### src/rtl/tdm_codec_port.sv
// tdm_codec_port
//   N-channel I2S / left-justified TDM serial port. Derives MCLK, BCLK and
//   LRCLK from audio_clk, serialises CHANNELS x WIDTH play samples MSB-first
//   onto DAC_SDATA and assembles ADC_SDATA into RecData.
//
//   Ports
//     audio_clk   in   sole clock, rising edge
//     reset       in   synchronous, active-low
//     Enable      in   1 = run frames, 0 = stop at the next frame boundary
//     Fmt         in   0 = I2S (1-bit delay), 1 = left-justified; taken at NewFrame
//     PlayData    in   channel c at [c*WIDTH +: WIDTH]
//     ADC_SDATA   in   serial capture data
//     MCLK        out  free-running master clock
//     BCLK        out  bit clock
//     LRCLK       out  frame sync, high for the second half of the frame
//     DAC_SDATA   out  serial play data
//     NewFrame    out  1-cycle pulse, PlayData/Fmt taken on the edge raising it
//     RecData     out  last complete captured frame, same packing as PlayData
//     RecValid    out  1-cycle pulse when RecData updates
//     dbg_state_o out  FSM state (0 = IDLE, 1 = RUN)
//
//   Strobes: NewFrame and RecValid are single-cycle, no back-pressure; the
//   consumer must act in the cycle the pulse is high.
module tdm_codec_port #(
  parameter int WIDTH    = 24,
  parameter int SLOT     = 32,
  parameter int CHANNELS = 2,
  parameter int BCLK_DIV = 4,
  parameter int MCLK_DIV = 2
) (
  input  logic                      audio_clk,
  input  logic                      reset,
  input  logic                      Enable,
  input  logic                      Fmt,
  input  logic [CHANNELS*WIDTH-1:0] PlayData,
  input  logic                      ADC_SDATA,
  output logic                      MCLK,
  output logic                      BCLK,
  output logic                      LRCLK,
  output logic                      DAC_SDATA,
  output logic                      NewFrame,
  output logic [CHANNELS*WIDTH-1:0] RecData,
  output logic                      RecValid,
  output logic                      dbg_state_o
);
  localparam int F     = CHANNELS * SLOT;
  localparam int DW    = CHANNELS * WIDTH;
  localparam int BW    = $clog2(F);
  localparam int DVW   = $clog2(BCLK_DIV);
  localparam int IW    = (DW > 1) ? $clog2(DW) : 1;
  localparam int MHALF = MCLK_DIV / 2;
  localparam int MW    = (MHALF > 1) ? $clog2(MHALF) : 1;

  localparam logic [BW-1:0]  BIT_LAST  = BW'(F - 1);
  localparam logic [BW-1:0]  BIT_HALF  = BW'(F / 2);
  // Frame position of the last real bit: LSB of channel CHANNELS-1.
  localparam logic [BW-1:0]  CAP_LAST  = BW'((CHANNELS - 1) * SLOT + WIDTH - 1);
  localparam logic [DVW-1:0] DIV_LAST  = DVW'(BCLK_DIV - 1);
  localparam logic [DVW-1:0] DIV_HALF  = DVW'(BCLK_DIV / 2);
  localparam logic [MW-1:0]  MCNT_LAST = MW'(MHALF - 1);

  typedef enum logic {ST_IDLE = 1'b0, ST_RUN = 1'b1} state_t;

  state_t         state_q, state_d;
  logic [DVW-1:0] bdiv_q, bdiv_d;
  logic [BW-1:0]  bitcnt_q, bitcnt_d;
  logic [DW-1:0]  play_q, play_d;
  logic           fmt_q, fmt_d;
  logic [DW-1:0]  shadow_q, shadow_d;
  logic           first_q;
  logic [MW-1:0]  mcnt_q;

  logic           start;
  logic           play_wrap, cap_wrap, sample_en, last_bit, dac_next;
  logic [BW-1:0]  q_play, q_cap;
  logic [IW:0]    play_sel, cap_sel;

  // Maps a frame position to {valid, flat bit index}; valid=0 for pad bits.
  function automatic logic [IW:0] slot_index(input logic [BW-1:0] q);
    int          s;
    int          b;
    logic [IW:0] r;
    s = int'(q) / SLOT;
    b = int'(q) % SLOT;
    r = '0;
    if (b < WIDTH) r = {1'b1, IW'(s * WIDTH + WIDTH - 1 - b)};
    return r;
  endfunction

  always_comb begin
    state_d  = state_q;
    bdiv_d   = bdiv_q;
    bitcnt_d = bitcnt_q;
    start    = 1'b0;
    case (state_q)
      ST_IDLE: begin
        if (Enable) begin
          state_d  = ST_RUN;
          bdiv_d   = '0;
          bitcnt_d = '0;
          start    = 1'b1;
        end
      end
      ST_RUN: begin
        if (bdiv_q == DIV_LAST) begin
          bdiv_d = '0;
          if (bitcnt_q == BIT_LAST) begin
            bitcnt_d = '0;
            // The frame always completes; Enable only decides whether another starts.
            if (Enable) start = 1'b1;
            else        state_d = ST_IDLE;
          end else begin
            bitcnt_d = bitcnt_q + BW'(1);
          end
        end else begin
          bdiv_d = bdiv_q + DVW'(1);
        end
      end
      default: state_d = ST_IDLE;
    endcase

    play_d = start ? PlayData : play_q;
    fmt_d  = start ? Fmt : fmt_q;

    // Play side looks at the position being entered. In I2S, frame bit 0
    // still carries the last bit of the previous frame, so it indexes the
    // old latched data (play_q) rather than the data just taken.
    play_wrap = !fmt_d && (bitcnt_d == '0);
    q_play    = play_wrap ? BIT_LAST : (fmt_d ? bitcnt_d : bitcnt_d - BW'(1));
    play_sel  = slot_index(q_play);
    dac_next  = 1'b0;
    if (play_sel[IW]) dac_next = play_wrap ? play_q[play_sel[IW-1:0]] : play_d[play_sel[IW-1:0]];

    // Capture side samples at BCLK rise using the current position. The
    // wrapped I2S sample right after a restart belongs to no captured frame.
    cap_wrap  = !fmt_q && (bitcnt_q == '0);
    q_cap     = cap_wrap ? BIT_LAST : (fmt_q ? bitcnt_q : bitcnt_q - BW'(1));
    cap_sel   = slot_index(q_cap);
    sample_en = (state_q == ST_RUN) && (bdiv_q == DIV_HALF) &&
                !(cap_wrap && first_q) && cap_sel[IW];
    last_bit  = sample_en && (q_cap == CAP_LAST);
    shadow_d  = shadow_q;
    if (sample_en) shadow_d[cap_sel[IW-1:0]] = ADC_SDATA;
  end

  always_ff @(posedge audio_clk) begin
    if (!reset) begin
      state_q   <= ST_IDLE;
      bdiv_q    <= '0;
      bitcnt_q  <= '0;
      play_q    <= '0;
      fmt_q     <= 1'b0;
      shadow_q  <= '0;
      first_q   <= 1'b0;
      mcnt_q    <= '0;
      MCLK      <= 1'b0;
      BCLK      <= 1'b0;
      LRCLK     <= 1'b0;
      DAC_SDATA <= 1'b0;
      NewFrame  <= 1'b0;
      RecData   <= '0;
      RecValid  <= 1'b0;
    end else begin
      if (mcnt_q == MCNT_LAST) begin
        mcnt_q <= '0;
        MCLK   <= ~MCLK;
      end else begin
        mcnt_q <= mcnt_q + MW'(1);
      end

      state_q  <= state_d;
      bdiv_q   <= bdiv_d;
      bitcnt_q <= bitcnt_d;
      play_q   <= play_d;
      fmt_q    <= fmt_d;
      shadow_q <= shadow_d;

      if (start && (state_q == ST_IDLE))                    first_q <= 1'b1;
      else if ((state_q == ST_RUN) && (bdiv_q == DIV_HALF)) first_q <= 1'b0;

      NewFrame <= start;
      BCLK     <= (state_d == ST_RUN) && (bdiv_d >= DIV_HALF);
      LRCLK    <= (state_d == ST_RUN) && (bitcnt_d >= BIT_HALF);
      // Data only moves on the BCLK falling edge (bdiv back to 0).
      if (state_d != ST_RUN)  DAC_SDATA <= 1'b0;
      else if (bdiv_d == '0)  DAC_SDATA <= dac_next;

      RecValid <= last_bit;
      if (last_bit) RecData <= shadow_d;
    end
  end

  assign dbg_state_o = (state_q == ST_RUN);

endmodule

### config.mk
export PLATFORM = sky130hd
export DESIGN_NAME = tdm_codec_port
export DESIGN_NICKNAME = d
export VERILOG_FILES = /design/src/rtl/tdm_codec_port.sv
export SDC_FILE = /design/constraint.sdc
export NUM_CORES = 1
export LEC_CHECK = 0
export ABC_CLOCK_PERIOD_IN_PS = 4900
export CELL_PAD_IN_SITES_DETAIL_PLACEMENT = 2
export CELL_PAD_IN_SITES_GLOBAL_PLACEMENT = 2
export CORE_MARGIN = 3
export CORE_UTILIZATION = 34
export DETAILED_ROUTE_END_ITERATION = 7
export PLACE_DENSITY = 0.81
export SLEW_MARGIN = 20
export SYNTH_ARGS = -nofsm -noshare
export SYNTH_HDL_FRONTEND = slang
export SYNTH_SLANG_ARGS = --single-unit
export TNS_END_PERCENT = 10
### constraint.sdc
create_clock -name audio_clk -period 4.9 [get_ports audio_clk]
set_input_delay 0.98 -clock audio_clk [delete_from_list [all_inputs] [get_ports audio_clk]]
set_output_delay 0.98 -clock audio_clk [all_outputs]
set_load 0.02 [all_outputs]
==> out/metrics.cfg, run 1 <==
[run_status]
status = completed

[yosys]
syn_avg_cell_area_um2 = 8.82
synth_edf_count = 0
ys_seq_area_share_pct = 41.0
synth_most_common_cell = nand2_1
synth_common_cells = 221 x nand2_1, 162 x dfxtp_1, 60 x mux2i_1
yosysUniqueCellTypes = 69
yosysTopAreaCellShare_pct = 41.0
synth_top_cells_by_area = dfxtp_1 41%, nand2_1 10%, mux2i_1 7.6%
synth_ff_type = dfxtp_1
ys_async_sr_fraction_pct = 0
synth_nets = 963
synth-adder-area-share_pct = 2.06
postSynthCellCount = 897
yosys.area.top_type = dfxtp_1
muxShareOfSynthArea_pct = 10.3
synth-simple-area-share_pct = 21.8
synth_area_um2 = 7910
synth_top_family_by_area = simple AND/OR/NAND/NOR gates
synth_seq_cells = 162
synth-compound-area-share_pct = 19.2
yosysWarningCount = 0
synth_xor_area_share_pct = 0.996

[critical_path]
end_kind = flip-flop
arrival_ps = 4940
worstSetupPathType = input port to flip-flop
reg2reg_depth = 18
required_ps = 5220
r2r-end = DAC_SDATA$_SDFFE_PN0N_
r2r_start = bitcnt_q[0]$_SDFF_PN0_
startpoint_type = input port
rrSetupSlack_ps = 340
crit_fanout = 8

[die]
die_y_um = 159
chipWidth_um = 159
rows = 55
dieArea_um2 = 25100
io_pins = 108
coreArea_um2 = 22800
initial_utilization_pct = 34.7

[routing]
drtAntennaViolNets = 0
wire_per_inst_um = 18.7
drt_wl_total_um = 24500
drt_iter0_drc = 259
vias_per_cell = 5.19
drc_errors = 0
drtPass1Iterations = 5
vias = 6819

[global_route]
grt_pass1_wl_um = 39600
grt_antenna_before_repair = 1
grt_max_degree = 67
track_usage_pct = 19.8
grt_pass1_vias = 7396
grt_overflow = 0

[sta]
tightestPinTransition_ps = 872
finalHoldViolCount = 0
clock_skew_ps = 16.1
setup_ws_ps = 275
rsz0062_at_grt = false
slew_headroom_pct = 41.6
post-route-min-period_ps = 4620
period_share_pct = 94.4
setup_viol = 0
report.final.slew_viol_count = 0
max_freq_mhz = 216

[power_and_ir_drop]
powerDensity_nw_per_um2 = 305
ir_drop_mv = 0.200
leakage_nw = 4.43
power_mw = 3.02

[run]
max-cap-violations = 0

[clocking]
cts_buffers = 17
cts-htree-levels = 4
clock_path_buffers = 2
cts_num_sinks = 162
cts_tree = built
ctsRootBufferMaster = clkbuf_16
post_cts_buffers = 0
clock_latency_ps = 440
clk_pin_slew_ps = 80
cts_hold_buf = 0

[placed_design]
place_ws_ps = -13.4
dpl.hpwl_um = 17000
gp_congestion = 0.813
portBuffers = 107
placed_area_um2 = 9310

[finish]
diodes = 0
areaGrowthSynthToFinish_pct = 25.1
drive_gt1_share_pct = 9.00
final_area_um2 = 9900
final_util_pct = 43.5
layout.nets = 1053

[worst_hold_path]
min-delay-start = play_q[45]$_SDFF_PN0_
holdPathStages = 2
hp-class = flip-flop to flip-flop
hold_path_end = play_q[45]$_SDFF_PN0_

layer usage:
| metal | share of wire [%] | track usage (%) | vias to the layer above |
|---|---|---|---|
| met2 | 49 | 33.5 | 100 |
| met3 | 3.2 | 4.19 | 18 |
| met1 | 47 | 26.3 | 3446 |
| met5 | 0.053 | 0 | - |
| met4 | 0.95 | 4.10 | 2 |
| li1 | - | - | 3253 |
cell type report:
cell class                 count  area [µm²]
multi-input combinational    656        4310
fill                        2452       12900
tap                          313         392
timing repair buffer         133        1300
inverter                      17        63.8
clock buffer                  17         425
sequential                   162        3240
clock inverter                15         159
placed cells by master, fill, tap and decap left out, types with 4 or more instances in the layout:
cell type,Yosys,layout
inv_6,0,4
o211a_1,49,49
ha_1,13,12
nand3_1,12,12
mux2i_1,60,60
a21o_1,5,5
nor2b_1,54,54
a21oi_1,23,23
and3_1,5,5
clkbuf_16,0,17
inv_8,0,4
clkdlybuf4s50_1,0,106
o21ai_1,4,4
inv_1,16,16
buf_4,5,24
o21ai_0,4,4
mux4_2,7,7
a21boi_1,4,4
nor2_1,37,36
mux2_2,5,5
nand4_1,4,4
xor2_1,5,5
a31oi_1,4,4
nand2_1,221,220
o211ai_1,5,5
a22oi_1,6,6
xnor2_1,4,4
and2_1,10,10
nor3_1,5,5
dfxtp_1,162,162
a21boi_0,56,56
critical path: stages:
cell	delay [ps]
clkdlybuf4s50_1	490
buf_4	170
inv_1	110
o221ai_1	360
nand3b_1	220
nor2_1	270
nand2_1	90
a21oi_1	160
o21ai_0	150
ha_1	310
inv_1	50
ha_1	350
or4_4	570
a2111oi_4	330
a21oi_1	70
nand3_1	90
o2bb2ai_1	110
a31oi_1	50
report_power, final:
group / total [mW] / leakage (nW) / switching (mW) / internal [mW]
Clock: 1.34 / 0.285 / 0.657 / 0.683
Sequential: 1.36 / 1.31 / 0.0144 / 1.34
Combinational: 0.326 / 2.84 / 0.182 / 0.143
Total: 3.02 / 4.43 / 0.854 / 2.17
kinds of logic (layout without fill, tap and decap cells):
family                     after synthesis  in the layout
other                                    1              1
muxes                                   72             72
buffers and inverters                   79            182
and+or+nand+nor                        374            374
DFF                                    162            162
adders and majority gates               13             13
AOI/OAI and AO/OA                      187            187
xor gates and xnor gates                 9              9
metrics by stage:
step / hold WS [ps] / TNS [ps] / std cells
final: 470 / 0 / 1313
after global placement: 449 / 0 / 1281
after CTS: 475 / 0 / 1313
after detailed placement: 465 / -13.4 / 1281
after global routing: 497 / 0 / 1313
after floorplan: 438 / 0 / 897
state kept, by name (all words and copies together) (netlist names):
name,cells
NewFrame,1
fmt_q,1
MCLK,1
BCLK,1
bitcnt_q,6
mcnt_q,1
LRCLK,1
DAC_SDATA,1
play_q,48
RecValid,1
bdiv_q,2
shadow_q,48
RecData,48
dbg_state_o,1
first_q,1
timing repair:
item	4_1_cts	5_1_grt
endpoints found under the hold margin	0	0
resized for setup	0	1
setup endpoints to repair	0	1
worst max-delay path by stage:
stage,startpoint,to,slack [ps],cells past startpoint
3_3_place_gp,Enable,DAC_SDATA$_SDFFE_PN0N_,220,17
6_report,Enable,DAC_SDATA$_SDFFE_PN0N_,280,18
3_5_place_dp,Enable,DAC_SDATA$_SDFFE_PN0N_,-10,18
2_1_floorplan,Enable,DAC_SDATA$_SDFFE_PN0N_,710,17
5_1_grt,bitcnt_q[0]$_SDFF_PN0_,DAC_SDATA$_SDFFE_PN0N_,40,18
4_1_cts,bdiv_q[0]$_SDFF_PN0_,DAC_SDATA$_SDFFE_PN0N_,290,18
Note: power is estimated with default switching activity, not from simulation.
==> inputs of run 2 (changes only) <==
==> constraint.sdc (replaced) <==
create_clock -name audio_clk -period 4.9 [get_ports audio_clk]
set_input_delay 0.49 -clock audio_clk [delete_from_list [all_inputs] [get_ports audio_clk]]
set_output_delay 0.49 -clock audio_clk [all_outputs]
set_load 0.02 [all_outputs]
==> run 2 against run 1 <==
Effect of this change:
- sequential cell count did not move
- via count shrank 1.8%
- die area is the same
- maximum frequency rose by 1.9%
- clock skew down 0.97 ps
- clock power grew 7%
- routed wire length fell by 0.53%
- total power rose by 2.7%
==> out/metrics.cfg, run 2 (same netlist as run 1, synthesis figures left out) <==
[run_status]
status = completed

[finish]
diodes = 0  ; unchanged
drive_gt1_share_pct = 8.37  ; -0.63 points
areaGrowthSynthToFinish_pct = 24.7
reg_top3 = RecData: 48 flops, play_q: 48 flops, shadow_q: 48 flops
layout.nets = 1045  ; -0.76%
n_fill_cell = 2445  ; -0.29%
finalNonFillerCells = 1305  ; -0.61%
mostFrequentLayoutCells = 220 x nand2_1, 162 x dfxtp_1, 106 x clkdlybuf4s50_1
final_common_cell = nand2_1

[critical_path]
worstSetupPathType = flip-flop to flip-flop
crit_buf_inv = 2  ; -2
crit_fanout = 8  ; unchanged
path_delay_family = compound AO/OA/AOI/OAI gates
path_cells = ha_1 -> nand2_1 -> o21ai_1 -> a2bb2oi_2 -> ha_1 -> inv_1 -> a2111oi_4 -> o211ai_1 -> a22oi_1 -> ha_1 -> inv_1 -> ha_1 -> or4_4 -> a2111oi_4 -> a21oi_1 -> nand3_1 -> o2bb2ai_1 -> a31oi_1
max_stage_delay_ps = 580  ; about the same
crit_slowest_cell = or4_4
arrival_ps = 4850  ; -90 ps
startpoint_type = flip-flop
rrSetupSlack_ps = 360  ; +20 ps
required_ps = 5210  ; about the same
end_kind = flip-flop
cpMostUsedCell = ha_1

[die]
coreArea_um2 = 22800  ; unchanged
die_y_um = 159  ; unchanged
dieArea_um2 = 25100  ; unchanged
initial_utilization_pct = 34.7  ; unchanged
io_pins = 108  ; unchanged
rows = 55  ; unchanged
chipWidth_um = 159  ; unchanged

[sta]
report.final.slew_viol_count = 0  ; unchanged
post-route-min-period_ps = 4540  ; -84.6 ps
max_freq_mhz = 220  ; +1.9%
tightestPinTransition_ps = 970  ; +98.1 ps
slew_headroom_pct = 35.3  ; -6.3 points
setup_viol = 0  ; unchanged
period_share_pct = 92.7  ; -1.7 points
clock_skew_ps = 15.1  ; -0.967 ps
fin_setup_tns_ps = 0  ; unchanged
finalHoldViolCount = 0  ; unchanged
rsz0062_at_grt = false

[clocking]
cts_tree = built
cts_hold_buf = 0  ; unchanged
post_cts_resized = 0  ; unchanged
cts_num_sinks = 162  ; unchanged
clock_path_buffers = 2  ; unchanged
cts-htree-levels = 4  ; unchanged
clock_latency_ps = 440  ; about the same
clk_pin_slew_ps = 70  ; about the same
ctsRootBufferMaster = clkbuf_16
cts_buffers = 17  ; unchanged
post_cts_buffers = 0  ; unchanged

[global_route]
gr-usage-met3_pct = 3.75  ; -0.43 points
grt_max_degree = 104  ; +55%
busiest_layer = met2
grt_overflow = 0  ; unchanged
track_usage_pct = 19.8  ; -0.048 points
grt_pass1_wl_um = 39400  ; -0.49%
grt.met1_usage_pct = 25.9  ; -0.38 points
grt_pass1_vias = 7320  ; -1.0%
grt_antenna_before_repair = 1  ; unchanged
grt_use_met2_pct = 33.4  ; -0.10 points

[routing]
vias = 6694  ; -1.8%
wire_per_inst_um = 18.7  ; about the same
vias_per_cell = 5.13  ; -1.2%
drtPass1Iterations = 4  ; -1
drt_wl_total_um = 24400  ; -0.53%
drtAntennaViolNets = 0  ; unchanged
drc_errors = 0  ; unchanged
drt_iter0_drc = 270  ; +4.2%

[power_and_ir_drop]
leakage_nw = 4.41  ; -0.46%
powerDensity_nw_per_um2 = 315  ; +3.1%
ir_drop_mv = 0.161  ; -20%

[placed_design]
dpl.hpwl_um = 16200  ; -4.3%
place_inst = 1273  ; -0.62%
gp_congestion = 0.817  ; +0.53%
portBuffers = 107  ; unchanged

[worst_hold_path]
hp-class = flip-flop to flip-flop

[run]
max-cap-violations = 0  ; unchanged

-- run 2: changes by cell type in the layout (fill, tap and decap cells not counted), sizes merged --
| cell | delta |
|---|---|
| clkinvlp | -1 |
| buf | -8 |
| bufinv | +1 |
-- run 2: final cells by class --
| class | instances | area, µm² | share of cell area [%] |
|---|---|---|---|
| multi-input combinational | 656 | 4320 | 43.8 |
| sequential | 162 | 3240 | 32.9 |
| timing repair buffer | 125 | 1220 | 12.3 |
| clock buffer | 17 | 425 | 4.31 |
| tap | 313 | 392 | 3.97 |
| clock inverter | 15 | 208 | 2.10 |
| inverter | 17 | 63.8 | 0.647 |
-- run 2: report_power, final --
group	internal (mW)	switching, mW
sequential	1.34	0.0147
clock	0.748	0.682
combinational	0.138	0.181
total	2.23	0.878
-- run 2: final timing paths --
path | start | to | cells after the start
worst max-delay path | bitcnt_q[1]$_SDFF_PN0_ | DAC_SDATA$_SDFFE_PN0N_ | 18
worst min-delay path | play_q[15]$_SDFF_PN0_ | play_q[15]$_SDFF_PN0_ | 2
worst max register to register | bitcnt_q[1]$_SDFF_PN0_ | DAC_SDATA$_SDFFE_PN0N_ | 18
worst min register to register | play_q[15]$_SDFF_PN0_ | play_q[15]$_SDFF_PN0_ | 2
-- run 2: layer usage --
metal,vias to the layer above,part of all wire [%]
li1,3250,-
met1,3321,47
met2,89,48
met3,32,3.6
met4,2,1.5
met5,-,0.053
-- run 2: worst min-delay path, delay by kind of cell, from the launching register on --
| kind | cells | cell delay [ps] |
|---|---|---|
| compound gates | 1 | 60 |
| flops | 1 | 310 |
| simple gates | 1 | 50 |
-- run 2: stage by stage --
step / setup WS (ps) / hold slack (ps) / total power, mW / instance area [µm²] / utilization, %
detailed placement: 240 / 462 / 1.71 / 9230 / 40.5
CTS: 130 / 471 / 3.14 / 9860 / 43.3
floorplan: 764 / 438 / 1.58 / 7910 / -
global placement: 393 / 446 / 1.70 / 9230 / 40.5
global route: 6.87 / 502 / 3.23 / 9870 / 43.3
finish: 360 / 471 / 3.11 / 9870 / 43.3
==> inputs of run 3 (changes only) <==
--- a/config.mk
+++ b/config.mk
@@ -5,13 +5,13 @@
 export SDC_FILE = /design/constraint.sdc
 export NUM_CORES = 1
 export LEC_CHECK = 0
-export ABC_CLOCK_PERIOD_IN_PS = 4900
+export ABC_CLOCK_PERIOD_IN_PS = 5500
 export CELL_PAD_IN_SITES_DETAIL_PLACEMENT = 2
 export CELL_PAD_IN_SITES_GLOBAL_PLACEMENT = 2
 export CORE_MARGIN = 3
-export CORE_UTILIZATION = 34
+export CORE_UTILIZATION = 35
 export DETAILED_ROUTE_END_ITERATION = 7
-export PLACE_DENSITY = 0.81
+export PLACE_DENSITY = 0.83
 export SLEW_MARGIN = 20
 export SYNTH_ARGS = -nofsm -noshare
 export SYNTH_HDL_FRONTEND = slang
==> constraint.sdc (replaced) <==
create_clock -name audio_clk -period 5.5 [get_ports audio_clk]
set_input_delay 0.55 -clock audio_clk [delete_from_list [all_inputs] [get_ports audio_clk]]
set_output_delay 0.55 -clock audio_clk [all_outputs]
set_load 0.02 [all_outputs]
==> run 3 against run 2 <==
Effect of this change:
- maximum frequency fell by 9.3%
- cell area fell by 1.6%
- sequential cell count did not move
- critical path type unchanged
- routed wire length rose by 2.8%
- final cell count fell by 3.1%
- clock skew rose by 2.0 ps
==> out/metrics.cfg, run 3 (same netlist as run 1, synthesis figures left out) <==
[run_status]
status = completed

[critical_path]
reg2reg_depth = 20  ; +2
arrival_ps = 5310  ; +460 ps
worstSetupPathType = flip-flop to flip-flop
r2r-end = DAC_SDATA$_SDFFE_PN0N_
crit_fanout = 9  ; +1
r2r_start = bitcnt_q[0]$_SDFF_PN0_
rrSetupSlack_ps = 500  ; +140 ps
required_ps = 5810  ; +600 ps
startpoint_type = flip-flop
crit_end = DAC_SDATA$_SDFFE_PN0N_
worstSetupStartpoint = bitcnt_q[0]$_SDFF_PN0_
end_kind = flip-flop

[global_route]
grt_overflow = 0  ; unchanged
grt_max_degree = 93  ; -11%
track_usage_pct = 20.6  ; +0.85 points
grt_antenna_before_repair = 0  ; -1
grt_pass1_vias = 7482  ; +2.2%
grt_pass1_wl_um = 40500  ; +2.8%

[sta]
fin_setup_tns_ps = 0  ; unchanged
tightestPinTransition_ps = 933  ; -37.2 ps
finalHoldViolCount = 0  ; unchanged
period_share_pct = 91.0  ; -1.7 points
max_freq_mhz = 200  ; -9.3%
rsz0062_at_grt = false
post-route-min-period_ps = 5000  ; +463 ps
setup_ws_ps = 497  ; +137 ps
clock_skew_ps = 17.1  ; +2.03 ps
report.final.slew_viol_count = 0  ; unchanged
slew_headroom_pct = 37.3  ; +2.0 points
setup_viol = 0  ; unchanged

[routing]
drc_errors = 0  ; unchanged
drtPass1Iterations = 4  ; unchanged
drtAntennaViolNets = 0  ; unchanged
drt_iter0_drc = 237  ; -12%
vias = 6727  ; +0.49%
vias_per_cell = 5.32  ; +3.8%
wire_per_inst_um = 19.8  ; +6.2%
drt_wl_total_um = 25100  ; +2.8%

[worst_hold_path]
hp-class = flip-flop to flip-flop
min-delay-start = play_q[47]$_SDFF_PN0_

[die]
die_y_um = 156  ; -1.4%
rows = 54  ; -1.8%
initial_utilization_pct = 35.9  ; +1.2 points
coreArea_um2 = 22000  ; -3.3%
chipWidth_um = 156  ; -1.4%
io_pins = 108  ; unchanged
dieArea_um2 = 24400  ; -2.7%

[finish]
areaGrowthSynthToFinish_pct = 22.7
seqCellArea_um2 = 3240  ; unchanged
drive_gt1_share_pct = 7.42  ; -0.95 points
final_common_cell = nand2_1
reg_top3 = RecData: 48 flops, play_q: 48 flops, shadow_q: 48 flops
multiInputGateArea_um2 = 4310  ; -0.20%
diodes = 0  ; unchanged
n_fill_cell = 2414  ; -1.3%
mostFrequentLayoutCells = 220 x nand2_1, 162 x dfxtp_1, 106 x clkdlybuf4s50_1
layout.nets = 1037  ; -0.77%

[power_and_ir_drop]
powerDensity_nw_per_um2 = 279  ; -11%
ir_drop_mv = 0.167  ; +3.9%
leakage_nw = 4.35  ; -1.3%

[run]
max-cap-violations = 0  ; unchanged

[clocking]
post_cts_buffers = 0  ; unchanged
clock_latency_ps = 440  ; about the same
clk_pin_slew_ps = 70  ; about the same
cts_buffers = 17  ; unchanged
cts_hold_buf = 0  ; unchanged
cts-htree-levels = 4  ; unchanged
cts_tree = built
clock_path_buffers = 2  ; unchanged
post_cts_resized = 0  ; unchanged
cts_num_sinks = 162  ; unchanged
ctsRootBufferMaster = clkbuf_16

[placed_design]
place_ws_ps = 628  ; +388 ps
dpl.hpwl_um = 16400  ; +1.0%
portBuffers = 107  ; unchanged
gp_congestion = 0.845  ; +3.4%

-- run 3: cell count changes in the layout (fill, tap and decap cells not counted), sizes merged --
cell / delta
clkbuf: +1
clkinv: -2
bufinv: -1
clkinvlp: +1
inv: +1
buf: -8
-- run 3: layout make-up --
type / count / area share, %
multi-input cells: 656 / 44.4
flip-flops and latches: 162 / 33.4
repair buffers: 117 / 11.8
clock buffers: 18 / 4.52
well taps: 280 / 3.61
clock inverters: 14 / 1.61
inverters: 17 / 0.657
-- run 3: critical path, stage by stage, from the launching register on --
cell	delay (ps)
dfxtp_1	530
ha_1	380
nand2_1	140
o21ai_1	440
a2bb2oi_1	490
ha_1	220
inv_1	80
a2111oi_4	330
nand2_1	120
nand2_1	80
a21oi_1	80
nor2_1	150
ha_1	170
inv_1	50
ha_1	330
or4_4	570
a2111oi_4	340
a21oi_1	80
nand3_1	100
o2bb2ai_1	120
a31oi_1	60
-- run 3: through the flow --
| stage | power, mW | instance area, µm² | util [%] | hold slack (ps) | std cells |
|---|---|---|---|---|---|
| 6_report | 2.71 | 9710 | 44.1 | 470 | 1264 |
| 5_1_grt | 2.82 | 9710 | 44.1 | 506 | 1264 |
| 4_1_cts | 2.73 | 9710 | 44.1 | 475 | 1264 |
| 3_5_place_dp | 1.52 | 9110 | 41.4 | 465 | 1232 |
| 3_3_place_gp | 1.51 | 9110 | 41.4 | 451 | 1232 |
| 2_1_floorplan | 1.41 | 7910 | - | 438 | 897 |
-- run 3: how the worst min path moves through the flow --
stage                            endpoint  slack, ps  cells after the start
floorplan           play_q[47]$_SDFF_PN0_        440                      2
global placement    play_q[26]$_SDFF_PN0_        450                      2
detailed placement  play_q[14]$_SDFF_PN0_        460                      2
CTS                 play_q[14]$_SDFF_PN0_        470                      2
global route        play_q[14]$_SDFF_PN0_        510                      2
finish              play_q[47]$_SDFF_PN0_        470                      2
-- run 3: power by group --
| group | switching, mW | internal, mW |
|---|---|---|
| clock | 0.592 | 0.625 |
| combinational | 0.160 | 0.120 |
| sequential | 0.0147 | 1.20 |
-- run 3: routing by layer --
layer  share of wire [%]  vias up  track usage [%]  routed length [µm]
met5                   0        -                0                   0
met2                  50       89             35.5               12500
met3                 2.8       25             3.71                 694
met1                  46     3384             27.0               11500
li1                    -     3229                -                   -
met4                 1.2        0             5.00                 300
